### config.mk
export PLATFORM = sky130hd
export DESIGN_NAME = mem_bus_arbiter
export DESIGN_NICKNAME = d
export VERILOG_FILES = /design/src/rtl/arb_pkg.sv /design/src/rtl/lat_counter.sv /design/src/rtl/mem_bus_arbiter.sv
export SDC_FILE = /design/constraint.sdc
export NUM_CORES = 1
export LEC_CHECK = 0
export CAP_MARGIN = 10
export CORE_ASPECT_RATIO = 0.9
export CORE_MARGIN = 4
export CORE_UTILIZATION = 23
export DETAILED_ROUTE_END_ITERATION = 8
export SKIP_LAST_GASP = 1
export SLEW_MARGIN = 20
export SYNTH_ARGS = -nofsm -noshare
export SYNTH_HDL_FRONTEND = slang
export SYNTH_HIERARCHICAL = 1
export SYNTH_SLANG_ARGS = --single-unit
### constraint.sdc
create_clock -name clk -period 1.8 [get_ports clk]
set_clock_uncertainty 0.1 [all_clocks]
set_input_delay 0.36 -clock clk [delete_from_list [all_inputs] [get_ports clk]]
set_output_delay 0.36 -clock clk [all_outputs]
set_load 0.02 [all_outputs]
### src/rtl/arb_pkg.sv
// Shared encodings for the memory bus arbiter: FSM state constants and bus mux selects.
package arb_pkg;

    typedef logic [1:0] arb_state_t;
    typedef logic [1:0] mem_sel_t;

    localparam arb_state_t ST_IDLE    = 2'd0;
    localparam arb_state_t ST_GNT_I   = 2'd1;
    localparam arb_state_t ST_GNT_D   = 2'd2;
    localparam arb_state_t ST_GNT_DMA = 2'd3;

    localparam mem_sel_t SEL_NONE = 2'd0;
    localparam mem_sel_t SEL_I    = 2'd1;
    localparam mem_sel_t SEL_D    = 2'd2;
    localparam mem_sel_t SEL_DMA  = 2'd3;

    // Mux select follows the owner of the bus; kept explicit so state codes may change.
    function automatic mem_sel_t sel_from_state(input arb_state_t st);
        case (st)
            ST_GNT_I:   return SEL_I;
            ST_GNT_D:   return SEL_D;
            ST_GNT_DMA: return SEL_DMA;
            default:    return SEL_NONE;
        endcase
    endfunction

endpackage

### src/rtl/lat_counter.sv
// Block-transfer latency counter: loads MEM_LAT-1, counts down to zero and holds there.
module lat_counter #(
    parameter int MEM_LAT = 4
) (
    input  logic clk,
    input  logic reset_n,
    input  logic load,
    input  logic dec,
    output logic zero
);

    localparam int CW = (MEM_LAT > 1) ? $clog2(MEM_LAT) : 1;

    logic [CW-1:0] count_reg;

    always_ff @(posedge clk or negedge reset_n) begin
        if (!reset_n) begin
            count_reg <= '0;
        end else if (load) begin
            count_reg <= CW'(MEM_LAT - 1);
        end else if (dec && (count_reg != '0)) begin
            count_reg <= count_reg - CW'(1);
        end
    end

    assign zero = (count_reg == '0);

endmodule

### src/rtl/mem_bus_arbiter.sv
// Memory bus arbiter for I-cache, D-cache and DMA; fixed priority D > I > DMA.
// Define ARB_STARVE_GUARD_EN to build the DMA starvation guard.
module mem_bus_arbiter
    import arb_pkg::*;
#(
    parameter int MEM_LAT  = 4,
    parameter int MAX_WAIT = 8
) (
    input  logic       clk,
    input  logic       reset_n,
    input  logic       i_req,
    input  logic       d_req,
    input  logic       br,
    output logic       i_gnt,
    output logic       d_gnt,
    output logic       bg,
    output logic       i_ready,
    output logic       d_ready,
    output logic [1:0] mem_sel
);

    arb_state_t state_reg;
    arb_state_t state_next;
    logic       lat_load;
    logic       lat_dec;
    logic       lat_zero;
    logic       dma_win;

    lat_counter #(
        .MEM_LAT (MEM_LAT)
    ) u_lat_counter (
        .clk     (clk),
        .reset_n (reset_n),
        .load    (lat_load),
        .dec     (lat_dec),
        .zero    (lat_zero)
    );

`ifdef ARB_STARVE_GUARD_EN
    localparam int SW = $clog2(MAX_WAIT + 1);

    logic [SW-1:0] starve_reg;

    // Counts cycles DMA has been kept off the bus; the grant itself clears it.
    always_ff @(posedge clk or negedge reset_n) begin
        if (!reset_n) begin
            starve_reg <= '0;
        end else if (bg) begin
            starve_reg <= '0;
        end else if (br && (starve_reg != SW'(MAX_WAIT))) begin
            starve_reg <= starve_reg + SW'(1);
        end
    end

    assign dma_win = br && (starve_reg == SW'(MAX_WAIT));
`else
    assign dma_win = 1'b0;
`endif

    always_comb begin
        state_next = state_reg;
        lat_load   = 1'b0;
        case (state_reg)
            ST_IDLE: begin
                if (dma_win) begin
                    state_next = ST_GNT_DMA;
                end else if (d_req) begin
                    state_next = ST_GNT_D;
                    lat_load   = 1'b1;
                end else if (i_req) begin
                    state_next = ST_GNT_I;
                    lat_load   = 1'b1;
                end else if (br) begin
                    state_next = ST_GNT_DMA;
                end
            end
            // CPU transfers run to completion regardless of the request line.
            ST_GNT_I, ST_GNT_D: begin
                if (lat_zero) begin
                    state_next = ST_IDLE;
                end
            end
            ST_GNT_DMA: begin
                if (!br) begin
                    state_next = ST_IDLE;
                end
            end
            default: state_next = ST_IDLE;
        endcase
    end

    always_ff @(posedge clk or negedge reset_n) begin
        if (!reset_n) begin
            state_reg <= ST_IDLE;
        end else begin
            state_reg <= state_next;
        end
    end

    assign lat_dec = (state_reg == ST_GNT_I) || (state_reg == ST_GNT_D);

    assign i_gnt   = (state_reg == ST_GNT_I);
    assign d_gnt   = (state_reg == ST_GNT_D);
    assign bg      = (state_reg == ST_GNT_DMA);
    assign i_ready = i_gnt && lat_zero;
    assign d_ready = d_gnt && lat_zero;
    assign mem_sel = sel_from_state(state_reg);

endmodule

==> results_dict.tcl, run 1 <==
set metrics [dict create \
    io_pins 12 \
    hold_path_class "in -> async" \
    p_clk_share_pct 12.6 \
    synthesis.nets 46 \
    setup_slack_ns 0.0434 \
    postCtsSetupBuffers 0 \
    cp_data_required_time_ns 1.34 \
    cpMaxStageDelayCell "dfrtp_1" \
    ys_top_cells_by_area "dfrtp_1, ha_1, mux2i_1" \
    grt_use_total_pct 7.13 \
    power_per_cell_area_nw_per_um2 1620 \
    synth_area_per_cell_um2 9.69 \
    grt_max_degree 5 \
    async_flop_share_pct 100 \
    nNetsFinal 68 \
    synth_cell_types 15 \
    cts.htree.levels 1 \
    crit_chain "ha_1 -> buf_4 -> dlygate4sd2_1" \
    outcome "completed" \
    synth_top_cell_area_share_pct 29.5 \
    period_share_pct 97.6 \
    die_h_um 44.4 \
    switching_share_pct 39.3 \
    synth_top_area_cell "dfrtp_1" \
    cts_tree "done" \
    rsz0062_at_grt "yes" \
    grt_pass1_wl_um 1160 \
    die-area_um2 2150 \
    antenna_found_initial 0 \
    max-vdd-ir-drop_uv 690 \
    start_util_pct 26.0 \
    finalHoldViolCount 0 \
    drive_gt1_share_pct 40.0 \
    clock-sinks 4 \
    p_switching_mw 0.330 \
    max_freq_mhz 569 \
    crit_family "buffers and inverters" \
    placementRows 12 \
    seq_power_share_pct 18.6 \
    leakagePower_nw 0.287 \
    synthTopCellsByCount "ha_1, inv_1, dfrtp_1, mux2i_1, nor2_1" \
    drv_cap 0 \
    drc 0 \
    core_um2 1310 \
    hpwl_um 570 \
    regArea_um2 100 \
    finalWirelength_um 659 \
    ctsLongestPathBuffers 2 \
    multi_input_area_um2 221 \
    hold-worst-slack_ns 0.229 \
    ys_warn_count 6 \
    crit_type "reg -> out" \
    yosysSeqAreaShare_pct 29.5 \
    ys.flop_type "dfrtp_1" \
    clock_latency_ns 0.23 \
    post_dp_cell_area_um2 512 \
    area_growth_syn_to_layout_pct 52.8 \
    syn_area_um2 339 \
    endpoint_kind "output port" \
    vias 297 \
    stdcell_area_um2 518 \
    die_x_um 48.5 \
    cts_buffers 3 \
    tightest_slew_ns 0.239 \
    overflow 0 \
    critical_path_buf_inv_count 2 \
    pre_cts_slack_ns -0.124 \
    diodes 0 \
    finalPower_mw 0.839 \
    drt-wirelength-per-cell_um 9.55 \
    postRouteAntennaNets 0 \
    ys_ff_latch 4 \
    dr.pass1.iters 4 \
    finalSetupViolCount 0 \
    slew_headroom_pct 83.9 \
    drtIter0Drc 6 \
    synth_enable_flop_cells 0 \
    syn_inst 35 \
    p_comb_share_pct 68.9 \
    fillerInstances 136 \
    slowest_delay_ns 0.39 \
    port-buffer-count 11 \
    p_int_mw 0.510 \
    gp_congestion 0.677 \
    slew_viol_final 0 \
    cts_root_buffer "clkbuf_4" \
    clk_pin_slew_ns 0.04 \
    cp_max_fo 3 \
    viasPerCell 4.30 \
    crit_arrival_ns 1.30 \
    finalCriticalPeriod_ns 1.76 \
    startpoint_type "flip-flop" \
    grt_pass1_vias 273 \
]
[final timing paths]
kind	slack, ns	startpoint	depth (start not counted)	endpoint
setup / recovery	0.04	state_reg[0]	3	bg
hold / removal	0.23	reset_n	1	state_reg[1]
setup reg to reg	0.15	state_reg[0]	5	state_reg[1]
hold reg to reg	0.43	u_lat_counter/count_reg[1]	2	u_lat_counter/count_reg[1]
max in group asynchronous	1.21	reset_n	1	u_lat_counter/count_reg[1]
min in group clk	0.43	u_lat_counter/count_reg[1]	2	u_lat_counter/count_reg[1]
[power groups by stage]
stage / logic, mW / registers (mW) / clock network [mW]
finish: 0.578 / 0.156 / 0.105
floorplan: 0.385 / 0.151 / 0
CTS: 0.574 / 0.154 / 0.113
global route: 0.646 / 0.160 / 0.127
global placement: 0.612 / 0.154 / 0
detailed placement: 0.615 / 0.155 / 0
[routing by layer]
layer	up-vias	GRT usage, %	part of all wire [%]
li1	153	-	-
met2	7	9.64	44
met3	0	4.04	7.7
met4	0	4.84	0
met5	-	0	0
met1	137	8.50	48
[cells by family after synthesis]
family	after synthesis	synth area share (%)
buffers and inverters	6	6.64
AND/OR/NAND/NOR	12	22.9
AO/OA/AOI/OAI	3	7.01
flip-flops	4	29.5
adder cells (fa/ha/maj)	6	22.1
multiplexers	4	11.8
[worst reg2reg max path, stage by stage (launching register included)]
cell and delay [ns]:
dfrtp_1 0.37, inv_1 0.09, buf_4 0.14, ha_1 0.29
a221o_2 0.39, mux2i_1 0.18
[per-stage QoR]
step	utilization [%]	instances	TNS (ns)
finish	39.7	69	0
global route	39.7	69	-0.0502
CTS	39.8	69	-0.150
detailed placement	39.2	66	-0.327
global placement	39.2	66	-0.243
floorplan	-	35	0
[final cells by class]
| cell class | count | area share (%) |
|---|---|---|
| Timing Repair Buffer | 17 | 25.8 |
| Multi-Input combinational cell | 25 | 42.8 |
| Inverter | 6 | 4.35 |
| Clock buffer | 3 | 4.35 |
| Sequential cell | 4 | 19.3 |
| Tap cell | 14 | 3.38 |
[layout by cell type, fill, tap and decap left out, types with 2 or more instances in the layout]
master / count
inv_1: 5
buf_2: 3
clkdlybuf4s50_1: 4
dlygate4sd2_1: 3
clkbuf_4: 3
and2_2: 2
dfrtp_1: 4
buf_4: 7
nor2_1: 3
ha_1: 5
mux2i_1: 4
[timing repair]
| item | in CTS | in global routing |
|---|---|---|
| endpoints found under the setup margin | 7 | 4 |
| hold buffers | 0 | 0 |
| resized for setup | 15 | 8 |
Power figures use the tool's default switching activity.
==> inputs of run 2 (changes only) <==
CORE_AREA = 4 4 41 43   (was not set)
CORE_ASPECT_RATIO = not set   (was 0.9)
CORE_MARGIN = not set   (was 4)
CORE_UTILIZATION = not set   (was 23)
DIE_AREA = 0 0 45 47   (was not set)
HOLD_SLACK_MARGIN = 0.15   (was not set)
SLEW_MARGIN = 10   (was 20)
==> results_dict.tcl, run 2 (same netlist as run 1, synthesis figures left out) <==
set metrics [dict create \
    clock-sinks 4 \
    crit_family "flip-flops" \
    slowest_delay_ns 0.39 \
    viasPerCell 4.14 \
    drt-wirelength-per-cell_um 9.49 \
    endpoint_kind "output port" \
    drtIter0Drc 5 \
    clock_latency_ns 0.23 \
    max-vdd-ir-drop_uv 612 \
    die_x_um 45 \
    startpoint_type "flip-flop" \
    area_growth_syn_to_layout_pct 59.8 \
    period_share_pct 96.3 \
    most-common-layout-cells "buf_4, inv_1" \
    finalHoldViolCount 0 \
    grt_pass1_vias 297 \
    ctsLongestPathBuffers 2 \
    max_freq_mhz 577 \
    die-area_um2 2120 \
    finalCriticalPeriod_ns 1.73 \
    rsz0062_at_grt "yes" \
    cts.htree.levels 1 \
    slew_headroom_pct 81.3 \
    grt_max_degree 5 \
    power_per_cell_area_nw_per_um2 1600 \
    finalSetupViolCount 0 \
    post_dp_cell_area_um2 528 \
    crit_type "reg -> out" \
    io_pins 12 \
    cts_buffers 3 \
    placementRows 13 \
    final_common_cell "buf_4" \
    drv_cap 0 \
    crit_arrival_ns 1.27 \
    grt_use_total_pct 8.32 \
    leakagePower_nw 0.294 \
    port-buffer-count 11 \
    nNetsFinal 71 \
    critical_path_buf_inv_count 2 \
    stdcell_area_um2 542 \
    cts.hold.buffers_added 0 \
    antenna_found_initial 0 \
    start_util_pct 26.1 \
    hold_path_class "in -> async" \
    dr.pass1.iters 3 \
    crit_chain "buf_4 -> ha_2 -> and2_2 -> buf_2" \
    gp_congestion 0.731 \
    die_h_um 47 \
    vias 302 \
    finalCoreUtilization_pct 41.6 \
    core_um2 1300 \
    cts_tree "done" \
    cpMaxStageDelayCell "dfrtp_1" \
    grt_pass1_wl_um 1190 \
    drc 0 \
    tns_ns 0 \
    slew_viol_final 0 \
    postRouteAntennaNets 0 \
    diodes 0 \
    cp_max_fo 3 \
    tightest_slew_ns 0.277 \
    finalWirelength_um 693 \
    clk_pin_slew_ns 0.04 \
    drive_gt1_share_pct 43.1 \
    outcome "completed" \
    cp_data_required_time_ns 1.34 \
    cts_root_buffer "clkbuf_4" \
    overflow 0 \
]
-- run 2: metrics by stage --
step                cells  setup WS [ns]  power, mW  hold WS [ns]
finish                 73         0.0674      0.867         0.226
global route           73       -0.00467      0.956         0.226
CTS                    72         -0.152      0.862         0.223
detailed placement     69         -0.120      0.789         0.473
global placement       69        -0.0876      0.783         0.476
floorplan              35          0.209      0.536       -0.0356
-- run 2: final cells by class --
type                    instances  area [um2]
flip-flops and latches          4         100
multi-input cells              25         221
inverters                       6        22.5
fillers                       137         759
repair buffers                 20         156
well taps                      15        18.8
clock buffers                   3        22.5
-- run 2: repair_timing --
action,in CTS,in global routing
cloned,0,0
gates resized for setup,15,8
buffers inserted,0,1
endpoints found under the setup margin,7,6
-- run 2: layer usage --
layer	track usage (%)	wire length, um
met1	8.72	300
met2	13.6	308
met3	4.98	84
met4	3.51	0
met5	0	0
-- run 2: where the power goes --
group | leakage [nW] | internal (mW) | switching [mW]
logic | 0.235 | 0.329 | 0.276
registers | 0.0455 | 0.129 | 0.0248
clock network | 0.0138 | 0.0743 | 0.0329
total | 0.294 | 0.533 | 0.334
-- run 2: worst paths after layout --
check	start	endpoint	slack (ns)	cells past startpoint
max in group asynchronous	reset_n	u_lat_counter/count_reg[0]	1.21	1
hold / removal	reset_n	state_reg[0]	0.23	1
setup reg to reg	state_reg[0]	state_reg[0]	0.18	5
setup / recovery	state_reg[1]	d_ready	0.07	4
min in group clk	u_lat_counter/count_reg[1]	u_lat_counter/count_reg[1]	0.54	3
hold reg to reg	u_lat_counter/count_reg[1]	u_lat_counter/count_reg[1]	0.54	3
-- run 2: worst register-to-register path: stages, from the launching register on --
cell,delay [ns]
dfrtp_1,0.37
inv_1,0.09
buf_4,0.14
ha_1,0.29
a221o_2,0.38
mux2i_1,0.13
